**src/rtl/mem_arb_pkg.sv**
```systemverilog
// Shared types and defaults for the CPU memory-port arbiter.
package mem_arb_pkg;

  typedef enum logic {
    IDLE    = 1'b0,
    RD_WAIT = 1'b1
  } arb_state_t;

  typedef enum logic {
    OWN_IF = 1'b0,
    OWN_DM = 1'b1
  } owner_t;

  localparam int STREAK_MAX_DEFAULT = 4;

endpackage

```
**src/rtl/mem_port_arbiter_if.sv**
```systemverilog
// Requester/RAM bus of the memory-port arbiter; slave = arbiter side, master = environment side.
interface mem_port_arbiter_if #(
  parameter int ADDR_W = 8,
  parameter int DATA_W = 32
);
  logic              if_req;
  logic [ADDR_W-1:0] if_addr;
  logic              if_gnt;
  logic              if_rvalid;
  logic [DATA_W-1:0] if_rdata;
  logic              flush;
  logic              dm_req;
  logic              dm_we;
  logic [ADDR_W-1:0] dm_addr;
  logic [DATA_W-1:0] dm_wdata;
  logic              dm_gnt;
  logic              dm_rvalid;
  logic [DATA_W-1:0] dm_rdata;
  logic [ADDR_W-1:0] mem_addr;
  logic              mem_wren;
  logic [DATA_W-1:0] mem_wdata;
  logic [DATA_W-1:0] mem_q;

  modport slave (
    input  if_req, if_addr, flush, dm_req, dm_we, dm_addr, dm_wdata, mem_q,
    output if_gnt, if_rvalid, if_rdata, dm_gnt, dm_rvalid, dm_rdata,
           mem_addr, mem_wren, mem_wdata
  );

  modport master (
    output if_req, if_addr, flush, dm_req, dm_we, dm_addr, dm_wdata, mem_q,
    input  if_gnt, if_rvalid, if_rdata, dm_gnt, dm_rvalid, dm_rdata,
           mem_addr, mem_wren, mem_wdata
  );
endinterface

```
**src/rtl/mem_arb_streak.sv**
```systemverilog
// Anti-starvation counter: counts data grants while a fetch waits and forces a fetch grant at the limit.
module mem_arb_streak
  import mem_arb_pkg::*;
#(
  parameter int STREAK_MAX = STREAK_MAX_DEFAULT
) (
  input  logic clk,
  input  logic rst,
  input  logic i_if_req,
  input  logic i_if_gnt,
  input  logic i_dm_gnt,
  output logic o_force
);

  logic [2:0] r_streak;
  logic [2:0] w_streak_nxt;

  // Saturating streak update; cleared whenever the fetch side is served or gives up.
  always_comb begin
    w_streak_nxt = r_streak;
    if (i_if_gnt || !i_if_req) begin
      w_streak_nxt = 3'd0;
    end else if (i_dm_gnt && (r_streak != 3'd7)) begin
      w_streak_nxt = r_streak + 3'd1;
    end else begin
      w_streak_nxt = r_streak;
    end
  end

  // Streak register.
  always_ff @(posedge clk or posedge rst) begin
    if (rst) begin
      r_streak <= 3'd0;
    end else begin
      r_streak <= w_streak_nxt;
    end
  end

  assign o_force = i_if_req && (r_streak >= 3'(STREAK_MAX));

endmodule

```
**src/rtl/mem_port_arbiter.sv**
```systemverilog
// Shares one single-port synchronous RAM between instruction fetch and LDR/STR data accesses.
// Optional fetch anti-starvation guard enabled by defining MEM_ARB_STARVE_GUARD_EN.
module mem_port_arbiter
  import mem_arb_pkg::*;
#(
  parameter int ADDR_W     = 8,
  parameter int DATA_W     = 32,
  parameter int STREAK_MAX = STREAK_MAX_DEFAULT
) (
  input logic                clk,
  input logic                rst,
  mem_port_arbiter_if.slave  bus
);

  arb_state_t        r_state;
  owner_t            r_owner;
  logic              r_squash;
  logic [ADDR_W-1:0] r_mem_addr;
  logic [DATA_W-1:0] r_mem_wdata;

  arb_state_t        w_state_nxt;
  owner_t            w_owner_nxt;
  logic              w_squash_nxt;
  logic [ADDR_W-1:0] w_addr_nxt;
  logic [DATA_W-1:0] w_wdata_nxt;
  logic              w_if_gnt;
  logic              w_dm_gnt;
  logic              w_wren;
  logic              w_if_rvalid;
  logic              w_dm_rvalid;
  logic              w_force;

`ifdef MEM_ARB_STARVE_GUARD_EN
  mem_arb_streak #(
    .STREAK_MAX (STREAK_MAX)
  ) u_streak (
    .clk      (clk),
    .rst      (rst),
    .i_if_req (bus.if_req),
    .i_if_gnt (w_if_gnt),
    .i_dm_gnt (w_dm_gnt),
    .o_force  (w_force)
  );
`else
  assign w_force = 1'b0;
`endif

  // Arbitration, RAM drive and read-return routing.
  always_comb begin
    w_state_nxt  = r_state;
    w_owner_nxt  = r_owner;
    w_squash_nxt = r_squash;
    w_addr_nxt   = r_mem_addr;
    w_wdata_nxt  = r_mem_wdata;
    w_if_gnt     = 1'b0;
    w_dm_gnt     = 1'b0;
    w_wren       = 1'b0;
    w_if_rvalid  = 1'b0;
    w_dm_rvalid  = 1'b0;
    case (r_state)
      IDLE: begin
        // Grants are held off while reset is asserted so outputs read as reset values.
        if (rst) begin
          w_state_nxt = IDLE;
        end else if (bus.dm_req && !w_force) begin
          w_dm_gnt    = 1'b1;
          w_wren      = bus.dm_we;
          w_addr_nxt  = bus.dm_addr;
          w_wdata_nxt = bus.dm_wdata;
          if (!bus.dm_we) begin
            w_state_nxt  = RD_WAIT;
            w_owner_nxt  = OWN_DM;
            w_squash_nxt = 1'b0;
          end else begin
            w_state_nxt  = IDLE;
          end
        end else if (bus.if_req) begin
          w_if_gnt     = 1'b1;
          w_addr_nxt   = bus.if_addr;
          w_state_nxt  = RD_WAIT;
          w_owner_nxt  = OWN_IF;
          w_squash_nxt = bus.flush;
        end else begin
          w_state_nxt = IDLE;
        end
      end
      RD_WAIT: begin
        // A flush arriving in the return cycle squashes the fetch as well.
        if (r_owner == OWN_IF) begin
          w_if_rvalid = !r_squash && !bus.flush;
        end else begin
          w_dm_rvalid = 1'b1;
        end
        w_state_nxt  = IDLE;
        w_squash_nxt = 1'b0;
      end
      default: begin
        w_state_nxt  = IDLE;
        w_squash_nxt = 1'b0;
      end
    endcase
  end

  // Arbiter state and held RAM address/data.
  always_ff @(posedge clk or posedge rst) begin
    if (rst) begin
      r_state     <= IDLE;
      r_owner     <= OWN_IF;
      r_squash    <= 1'b0;
      r_mem_addr  <= {ADDR_W{1'b0}};
      r_mem_wdata <= {DATA_W{1'b0}};
    end else begin
      r_state     <= w_state_nxt;
      r_owner     <= w_owner_nxt;
      r_squash    <= w_squash_nxt;
      r_mem_addr  <= w_addr_nxt;
      r_mem_wdata <= w_wdata_nxt;
    end
  end

  assign bus.if_gnt    = w_if_gnt;
  assign bus.dm_gnt    = w_dm_gnt;
  assign bus.if_rvalid = w_if_rvalid;
  assign bus.dm_rvalid = w_dm_rvalid;
  assign bus.if_rdata  = bus.mem_q;
  assign bus.dm_rdata  = bus.mem_q;
  assign bus.mem_addr  = w_addr_nxt;
  assign bus.mem_wren  = w_wren;
  assign bus.mem_wdata = w_wdata_nxt;

endmodule
```
**src/flat_wrapper.sv**
```systemverilog
// flat-port wrapper written by rule: the top's interface ports become plain ports
module mem_port_arbiter_flat import mem_arb_pkg::*;
#(
  parameter int ADDR_W     = 8,
  parameter int DATA_W     = 32,
  parameter int STREAK_MAX = STREAK_MAX_DEFAULT
)
  (clk, rst, bus_if_req, bus_if_addr, bus_flush, bus_dm_req, bus_dm_we, bus_dm_addr, bus_dm_wdata, bus_mem_q, bus_if_gnt, bus_if_rvalid, bus_if_rdata, bus_dm_gnt, bus_dm_rvalid, bus_dm_rdata, bus_mem_addr, bus_mem_wren, bus_mem_wdata);
  mem_port_arbiter_if #(.ADDR_W(ADDR_W), .DATA_W(DATA_W)) bus_i ();
  input logic clk;
  input logic rst;
  input wire logic [$bits(bus_i.if_req)-1:0] bus_if_req;
  input wire logic [$bits(bus_i.if_addr)-1:0] bus_if_addr;
  input wire logic [$bits(bus_i.flush)-1:0] bus_flush;
  input wire logic [$bits(bus_i.dm_req)-1:0] bus_dm_req;
  input wire logic [$bits(bus_i.dm_we)-1:0] bus_dm_we;
  input wire logic [$bits(bus_i.dm_addr)-1:0] bus_dm_addr;
  input wire logic [$bits(bus_i.dm_wdata)-1:0] bus_dm_wdata;
  input wire logic [$bits(bus_i.mem_q)-1:0] bus_mem_q;
  output wire logic [$bits(bus_i.if_gnt)-1:0] bus_if_gnt;
  output wire logic [$bits(bus_i.if_rvalid)-1:0] bus_if_rvalid;
  output wire logic [$bits(bus_i.if_rdata)-1:0] bus_if_rdata;
  output wire logic [$bits(bus_i.dm_gnt)-1:0] bus_dm_gnt;
  output wire logic [$bits(bus_i.dm_rvalid)-1:0] bus_dm_rvalid;
  output wire logic [$bits(bus_i.dm_rdata)-1:0] bus_dm_rdata;
  output wire logic [$bits(bus_i.mem_addr)-1:0] bus_mem_addr;
  output wire logic [$bits(bus_i.mem_wren)-1:0] bus_mem_wren;
  output wire logic [$bits(bus_i.mem_wdata)-1:0] bus_mem_wdata;
  assign bus_i.if_req = bus_if_req;
  assign bus_i.if_addr = bus_if_addr;
  assign bus_i.flush = bus_flush;
  assign bus_i.dm_req = bus_dm_req;
  assign bus_i.dm_we = bus_dm_we;
  assign bus_i.dm_addr = bus_dm_addr;
  assign bus_i.dm_wdata = bus_dm_wdata;
  assign bus_i.mem_q = bus_mem_q;
  assign bus_if_gnt = bus_i.if_gnt;
  assign bus_if_rvalid = bus_i.if_rvalid;
  assign bus_if_rdata = bus_i.if_rdata;
  assign bus_dm_gnt = bus_i.dm_gnt;
  assign bus_dm_rvalid = bus_i.dm_rvalid;
  assign bus_dm_rdata = bus_i.dm_rdata;
  assign bus_mem_addr = bus_i.mem_addr;
  assign bus_mem_wren = bus_i.mem_wren;
  assign bus_mem_wdata = bus_i.mem_wdata;
  mem_port_arbiter #(.ADDR_W(ADDR_W), .DATA_W(DATA_W), .STREAK_MAX(STREAK_MAX)) u_core (.clk(clk), .rst(rst), .bus(bus_i));
endmodule
```
**config.mk**
```make
export PLATFORM = sky130hd
export DESIGN_NAME = mem_port_arbiter_flat
export DESIGN_NICKNAME = d
export VERILOG_FILES = /design/src/rtl/mem_arb_pkg.sv /design/src/rtl/mem_port_arbiter_if.sv /design/src/rtl/mem_arb_streak.sv /design/src/rtl/mem_port_arbiter.sv /design/src/flat_wrapper.sv
export SDC_FILE = /design/constraint.sdc
export NUM_CORES = 1
export LEC_CHECK = 0
export CELL_PAD_IN_SITES_DETAIL_PLACEMENT = 0
export CELL_PAD_IN_SITES_GLOBAL_PLACEMENT = 2
export CORE_UTILIZATION = 20
export DETAILED_ROUTE_END_ITERATION = 6
export PLACE_DENSITY = 0.93
export SYNTH_ARGS = -nofsm -noshare
export SYNTH_HDL_FRONTEND = slang
export SYNTH_SLANG_ARGS = --single-unit
```
**constraint.sdc**
```tcl
create_clock -name clk -period 2.8 [get_ports clk]
set_input_delay 0.28 -clock clk [delete_from_list [all_inputs] [get_ports clk]]
set_output_delay 0.28 -clock clk [all_outputs]
set_load 0.01 [all_outputs]
```
==> impl_metrics.toml <==
[clocking]
cts_sinks = 43
htree_levels = 2
cts-resized-gates = 0
clk_latency_ns = 0.28
clkTransAtPathRegs_ns = 0.06
cts-root-buf = "clkbuf_16"
ctsHoldBuffers = 0
post_cts_buffers = 0
cts-buffers-inserted = 5
cts.path.max_buffers = 2
cts_tree = "done"

[placed_design]
gp_congestion = 0.723
io_buffers = 98
dp_hpwl_mm = 4.23

[setup_path]
arrival_ns = 2.24
cpMaxStageDelayCell = "clkdlybuf4s50_1"
critical-path-top-delay-family = "buffers and inverters"
cp_common_cell = "clkdlybuf4s50_1"
cp_cell_sequence = "clkdlybuf4s50_1, nor2_4, nand2_4, inv_6, mux2_2, clkdlybuf4s50_1"
critPathBufInv = 3
worstPathMaxFanout = 33
crit_type = "primary input to output port"
cp-end-kind = "output port"
required_ns = 2.52
critPathMaxStageDelay_ns = 0.48
start_kind = "primary input"

[synth]
synth_top_family_by_area = "buffers and inverters"
synth.yosys.seq_area_share = 0.435
synth_area_mm2 = 0.00247
synthMuxAreaShare = 0.190
synth_area_per_cell_um2 = 12.6
synth-main-ff-cell = "dfrtp_1"
ys.warnings.count = 0
yosys-top-cells-count = "buf_4, dfrtp_1, mux2_4"
synthAdderAreaFrac = 0
async_flop_share = 1.00
synth_top_cell_by_area = "dfrtp_1"
yosys_register_bits = 43
synth_edf_count = 0
synth_compound_area_frac = 0.0738
synth_fp_nets = 282
synth_cell_types = 25
synth-simple-area-share = 0.0688
netlist_top_cells_area = "dfrtp_1, buf_4, mux2_4, o221a_2, nor4b_1"
synthCells = 196
netlist.area_leader.share = 0.435
synthXorXnorAreaFrac = 0
synth_most_common_cell = "buf_4"

[floorplanning]
core-area_mm2 = 0.0120
ios = 195
chipHeight_um = 113
die_x_um = 113
rows = 40
die_area_mm2 = 0.0128
initial_core_util = 0.206

[cells_and_area]
antennaDiodeCount = 0
area_delta_synth_final_pct = 32.3
drive_above_1_share = 0.237
nFillCells = 1235
nets = 321

[flow_run]
maxCapViolations = 0

[grt]
grt_pass1_wl_mm = 8.63
grtUsageTotal = 0.0885
grt.overflow.total = 0
grt_max_degree = 36
antenna_found_initial = 0
grt_pass1_vias = 1622

[pwr]
clockPowerShare = 0.298
power_density_mw_per_mm2 = 618
seqPwrFrac = 0.381
combPwrFrac = 0.321
intPower_mw = 1.52
switchingPower_mw = 0.499
switching_share = 0.247
leakage_nw = 1.35
irDropWorstVdd_mv = 0.250

[outcome]
outcome = "finished, final reports clean"

[timing]
tightest_slew_ns = 0.748
hold_violations = 0
skew_ns = 0.00681
clock.fmax_mhz = 397
hold_slack_ns = 0.489
rsz0062_at_grt = "false"
finalSetupTns_ns = 0
period_needed_ns = 2.52
period_share = 0.901
slew_viol_final = 0
setup_viol = 0
relSlewSlack = 0.501

[routing]
drt_iter0_drc = 66
remaining_drc_errors = 0
num_vias = 1545
drt-wirelength-per-cell_um = 14.9
dr.pass1.iters = 4
avgViaCountPerCell = 4.03
wl_mm = 5.72
antenna_left = 0

[worst_hold_path]
hold_path_class = "flip-flop to flip-flop"
[sequential cells by signal, summed over array words and instances, names as in the netlist]
name	count
u_core.r_squash	1
u_core.r_mem_addr	8
u_core.r_mem_wdata	32
u_core.r_owner	1
u_core.r_state	1
[routing by layer]
layer / share of wire / vias to the layer above / global-route usage
li1: - / 691 / -
met2: 0.46 / 72 / 0.144
met5: 0 / - / 0
met4: 0.017 / 0 / 0.0404
met3: 0.080 / 22 / 0.0279
met1: 0.44 / 760 / 0.106
[worst reg2reg max path: stages (launching register included)]
cell and delay [ns]:
dfrtp_1 0.41, nor2_4 0.15, nand2_4 0.12, inv_6 0.32, mux2_2 0.44
[stage by stage]
step,worst slack (ns),cells,cell area (um^2),power [mW],util
global route,0.170,383,3270,2.13,0.273
finish,0.278,383,3270,2.02,0.273
CTS,0.264,383,3270,2.06,0.273
detailed placement,0.268,375,3120,1.44,0.259
floorplan,1.20,196,2470,1.18,-
global placement,0.284,375,3120,1.43,0.259
[final timing paths]
| path | to | slack, ns | cells past startpoint | start |
|---|---|---|---|---|
| max reg2reg | u_core.r_mem_wdata[1]$_DFF_PP0_ | 1.23 | 4 | u_core.r_state$_DFF_PP0_ |
| min | u_core.r_mem_wdata[14]$_DFF_PP0_ | 0.49 | 1 | u_core.r_mem_wdata[14]$_DFF_PP0_ |
| min in group asynchronous | u_core.r_mem_addr[6]$_DFF_PP0_ | 0.72 | 3 | rst |
| max | bus_mem_wdata[1] | 0.28 | 6 | rst |
| min reg2reg | u_core.r_mem_wdata[14]$_DFF_PP0_ | 0.49 | 1 | u_core.r_mem_wdata[14]$_DFF_PP0_ |
| max in group asynchronous | u_core.r_mem_addr[4]$_DFF_PP0_ | 1.45 | 4 | rst |
[cell families after synthesis]
logic type,after synthesis
buf+inv,74
mux,32
flops,43
simple gates,27
compound gates,20
[area by class of cell]
cell class                 count  area, um^2  area share
timing repair buffer         103        1020       0.311
clock buffer                   8         156      0.0478
tap                          147         184      0.0562
inverter                       3        16.3     0.00497
sequential                    43        1080       0.329
multi-input combinational     79         822       0.251
[placed cells by master, fill, tap and decap left out, types with 2 or more instances in the layout]
| cell type | instances |
|---|---|
| clkdlybuf4s50_1 | 98 |
| dfrtp_1 | 43 |
| mux2_4 | 29 |
| nor2_1 | 10 |
| nor4b_1 | 8 |
| o21bai_1 | 8 |
| o221a_2 | 8 |
| clkbuf_16 | 5 |
| buf_4 | 5 |
| mux2_2 | 3 |
| nand2_1 | 2 |
| clkbuf_8 | 2 |
[power groups by stage]
stage	Clock [mW]	Sequential [mW]	Combinational, mW
5_1_grt	0.655	0.783	0.693
2_1_floorplan	0	0.771	0.413
3_5_place_dp	0	0.783	0.656
6_report	0.603	0.771	0.649
4_1_cts	0.632	0.772	0.661
3_3_place_gp	0	0.777	0.650
No activity file was read; power rests on OpenSTA's default activity.
==> patch 1: new RTL, same flow settings <==
The option `MEM_ARB_STARVE_GUARD_EN` is turned on by a define.
--- a/src/rtl/mem_port_arbiter.sv
+++ b/src/rtl/mem_port_arbiter.sv
@@ -1,5 +1,7 @@
 // Shares one single-port synchronous RAM between instruction fetch and LDR/STR data accesses.
 // Optional fetch anti-starvation guard enabled by defining MEM_ARB_STARVE_GUARD_EN.
+`define MEM_ARB_STARVE_GUARD_EN
+
 module mem_port_arbiter
   import mem_arb_pkg::*;
 #(
Behaviour: not the same (Yosys sat finds a counterexample within 10 cycles, from zero or initial values and one cycle with rst high).
==> patch 1 against the original RTL <==
Total power grew 0.14%; clock power shrank 2%; setup slack lost 0.050 ns; final cell count grew 7.8%; sequential cell count grew 3; synthesized area grew 3.5%; clock skew is essentially flat; cell area grew 4.7%; wire length shrank 4.2%; non-clock buffer count grew 1; largest cell class unchanged.
==> patch 1: results (changes against the original RTL) <==
outcome completed; hpwl dp 4070 um (-3.7%); Clock Power 589 uW (-2%); flop2flop setup slack 1.09 ns (-0.14 ns); count of different cell masters after synthesis 31 (+24%); Comb power 631 uW (-3%); Worst R2R End u_core.u_streak.r_streak[0]; VDD IR max 0.000194 V (-23%); critical path peak fanout 27 (-18%); leading registers by flop count u_core.r_mem_wdata: 32 flops, u_core.r_mem_addr: 8 flops, u_core.u_streak.r_streak: 3 flops; relative slew slack 65.4% (+15 points); largest net degree at the start of global routing 40 (+11%); post-route minimum period 2.57 ns (+0.0501 ns); Post-Route M1 WL 2200 um (-13%); Post-Synth Adder-Cell Area 0.978% (+0.98 points); first-pass GRT wire length 8530 um (-1.2%); Num CTS Buffers 5 (unchanged); Worst Hold Margin 0.412 ns (-0.0769 ns); met1 Use GR 9.01% (-1.6 points); Final Power 2030 uW (+0.14%); Arr. time, crit path 2.29 ns (+0.05 ns); met3 usage 2.48% (-0.31 points); syn avg cell area 12.6 um2 (about the same); multiplexer area fraction after synthesis 18.5% (-0.49 points); CP endpoint bus_mem_wdata[29]; Iteration-0 DRC Markers 75 (+14%); Mapped Nets 291 (+3.2%); internal power 1530 uW (+0.47%); vias 1,577 (+2.1%); dpl ws 0.226 ns (-0.0415 ns); Commonest cells post-synth buf_4, dfrtp_1, mux2_4; HP Class in2async; synth top area cells dfrtp_1, buf_4, mux2_4; routed wl met3 460 um (+0.44%); Layout Skew 0.00642 ns (-0.000386 ns); Final #Nets 332 (+3.4%); sequential fraction of the synthesis area 45.0% (+1.5 points); placed cells 405 (+8.0%); WL/cell 13.3 um (-11%); number of fill cells 1,264 (+2.3%); via/cell ratio 3.82 (-5.3%); placed inst area 0.00328 mm2 (+5.2%); vias in the first global route 1,764 (+8.8%); FF-to-FF path depth 5 (+1); share of cells above drive strength 1 25.3% (+1.6 points); met2 wire len 2690 um (+2.1%); Compound-Gate Fraction of Synth Area 10.4% (+3.0 points)
-- patch 1: cell types whose count changed in the layout (fill, tap and decap cells not counted), moves of 2 or more --
cell / change
nand3_1: +4
ha_1: +2
nor4b_1: -7
a21oi_1: +5
nor2_1: -7
nand2_1: -2
o21ai_0: +3
dfrtp_1: +3
or3_1: +2
a21bo_2: +2
-- patch 1: critical path, cell delays in order --
cell             delay (ns)
clkdlybuf4s50_1        0.54
nor2_2                 0.26
nand2_2                0.11
buf_12                 0.20
inv_4                  0.08
mux2_2                 0.34
clkdlybuf4s50_1        0.48
-- patch 1: area by class of cell --
type                            count  area, um2  area share, %
Sequential cell                    46       1150           33.6
Timing Repair Buffer              104       1040           30.3
Multi-Input combinational cell     83        861           25.1
Tap cell                          168        210           6.14
Clock buffer                        7        143           4.16
Inverter                            4       17.5          0.511
Clock inverter                      1       5.00          0.146
==> patch 2: new RTL, same settings <==
Made on the original files. Make the reset (`rst`) synchronous in one clocked block.
--- a/src/rtl/mem_port_arbiter.sv
+++ b/src/rtl/mem_port_arbiter.sv
@@ -102,7 +102,7 @@
   end
 
   // Arbiter state and held RAM address/data.
-  always_ff @(posedge clk or posedge rst) begin
+  always_ff @(posedge clk) begin
     if (rst) begin
       r_state     <= IDLE;
       r_owner     <= OWN_IF;
Formal check against the unedited RTL: differs if rst is asserted again (counterexample within 4 cycles, from zero or initial values and one cycle with rst high); with rst held inactive, the same outputs for 10 cycles.
==> patch 2 against the original RTL <==
Total power shrank 17%; non-clock buffer count grew 2; maximum frequency shrank 2.8%; clock power shrank 4.3%; cell area grew 7.7%; wire length grew 8.9%; clock skew shrank 0.0027 ns; synthesized area grew 9.4%; sequential cell count is the same; setup slack lost 0.073 ns; critical endpoint is now bus_mem_addr[0]; largest power group unchanged.
==> patch 2: results (changes against the original RTL) <==
clock latency on the worst-skew pair 0.28 ns (about the same); first-pass GRT wire length 9910 um (+15%); slew at the pin closest to its max-slew limit 0.455 ns (-0.292 ns); Slowest Stage Delay on Critical Path 0.57 ns (+0.09 ns); CP endpoint bus_mem_addr[0]; count of different cell masters after synthesis 26 (+4.0%); hold_sp u_core.r_squash; FF-to-FF Start u_core.r_state; CP delay by family, top buffers and inverters; first-pass iteration count of the detailed router 4 (unchanged); Commonest cells post-synth buf_4, dfxtp_1, and2b_1, mux2_4, o22a_1; syn avg cell area 9.95 um2 (-21%); largest net degree at the start of global routing 31 (-14%); outcome completed; Slowest-stage cell, CP clkdlybuf4s50_1; Worst Hold Margin 0.487 ns (-0.00138 ns); HP Class reg2reg; Async SR Flop Fraction 0% (-100 points); placed inst area 0.00338 mm2 (+8.4%); clk buf depth 2 (unchanged); Final #Nets 387 (+21%); dpl ws 0.217 ns (-0.0513 ns); WL/cell 13.0 um (-13%); synth top area cells dfxtp_1, buf_4, mux2_4; All-Layer GR Usage 8.94% (+0.092 points); placed cells 470 (+25%); Yosys Warn Count 0 (unchanged); leading registers by flop count u_core.r_mem_wdata: 32 flops, u_core.r_mem_addr: 8 flops; Post CTS Setup Buffer Count 0 (unchanged); top_reg_cell synth dfxtp_1; sequential fraction of the synthesis area 31.8% (-12 points); hpwl dp 4460 um (+5.5%); Max H-tree Level 2 (unchanged); Worst R2R End u_core.r_mem_wdata[31]; Root Driver clkbuf_16; worst setup path start rst; Mapped Nets 358 (+27%); Iteration-0 DRC Markers 45 (-32%); flop2flop setup slack 1.11 ns (-0.12 ns); Num CTS Buffers 5 (unchanged); FF-to-FF path depth 5 (+1); critical path peak fanout 19 (-42%); Resize count post-CTS 0 (unchanged); Tcrit/Tclk final 92.7% (+2.6 points); Arr. time, crit path 2.31 ns (+0.07 ns); via/cell ratio 4.01 (-0.69%); VDD IR max 0.000208 V (-17%); share of cells above drive strength 1 18.6% (-5.1 points); hold endpoint u_core.r_squash; Hold Path Cell Cnt 2 (+1); CTS clk-pin slew, worst paths 0.06 ns (about the same); vias in the first global route 1,971 (+22%); drt total wl 6230 um (+8.9%); routability cong. 0.742 (+2.7%); Layout Skew 0.00413 ns (-0.00268 ns); Leak 0.00142 uW (+4.7%); initial antenna violation count 1 (+1); count of input and output buffers 98 (unchanged)
==> patch 2: cells by family (layout without fill, tap and decap cells) <==
kind of cell / count (synthesis) / in the layout / share of synthesized area, %
AO/OA/AOI/OAI: 52 / 52 / 14.4
buffers and inverters: 91 / 120 / 23.0
flip-flops: 43 / 43 / 31.8
multiplexers: 32 / 32 / 17.3
other: 0 / 1 / 0
AND/OR/NAND/NOR: 54 / 54 / 13.4
==> patch 2: final cells by class <==
cell class,instances,area (um2)
fillers,1410,9720
multi-input cells,138,1220
repair buffers,105,1050
flip-flops and latches,43,861
well taps,176,220
clock buffers,6,139
inverters,8,30.0
clock inverters,1,5.00
diodes,1,2.50
==> patch 2: power breakdown <==
group	leakage (uW)	internal, uW	switching (uW)
logic	0.000992	276	167
registers	0.000353	648	17.0
clock network	0.0000727	348	229
==> patch 2: routing by layer <==
layer  routed length (um)  track usage [%]
met2                 2870             15.3
met4                  143             3.37
met1                 2650             10.1
met3                  562             3.33
met5                    0                0
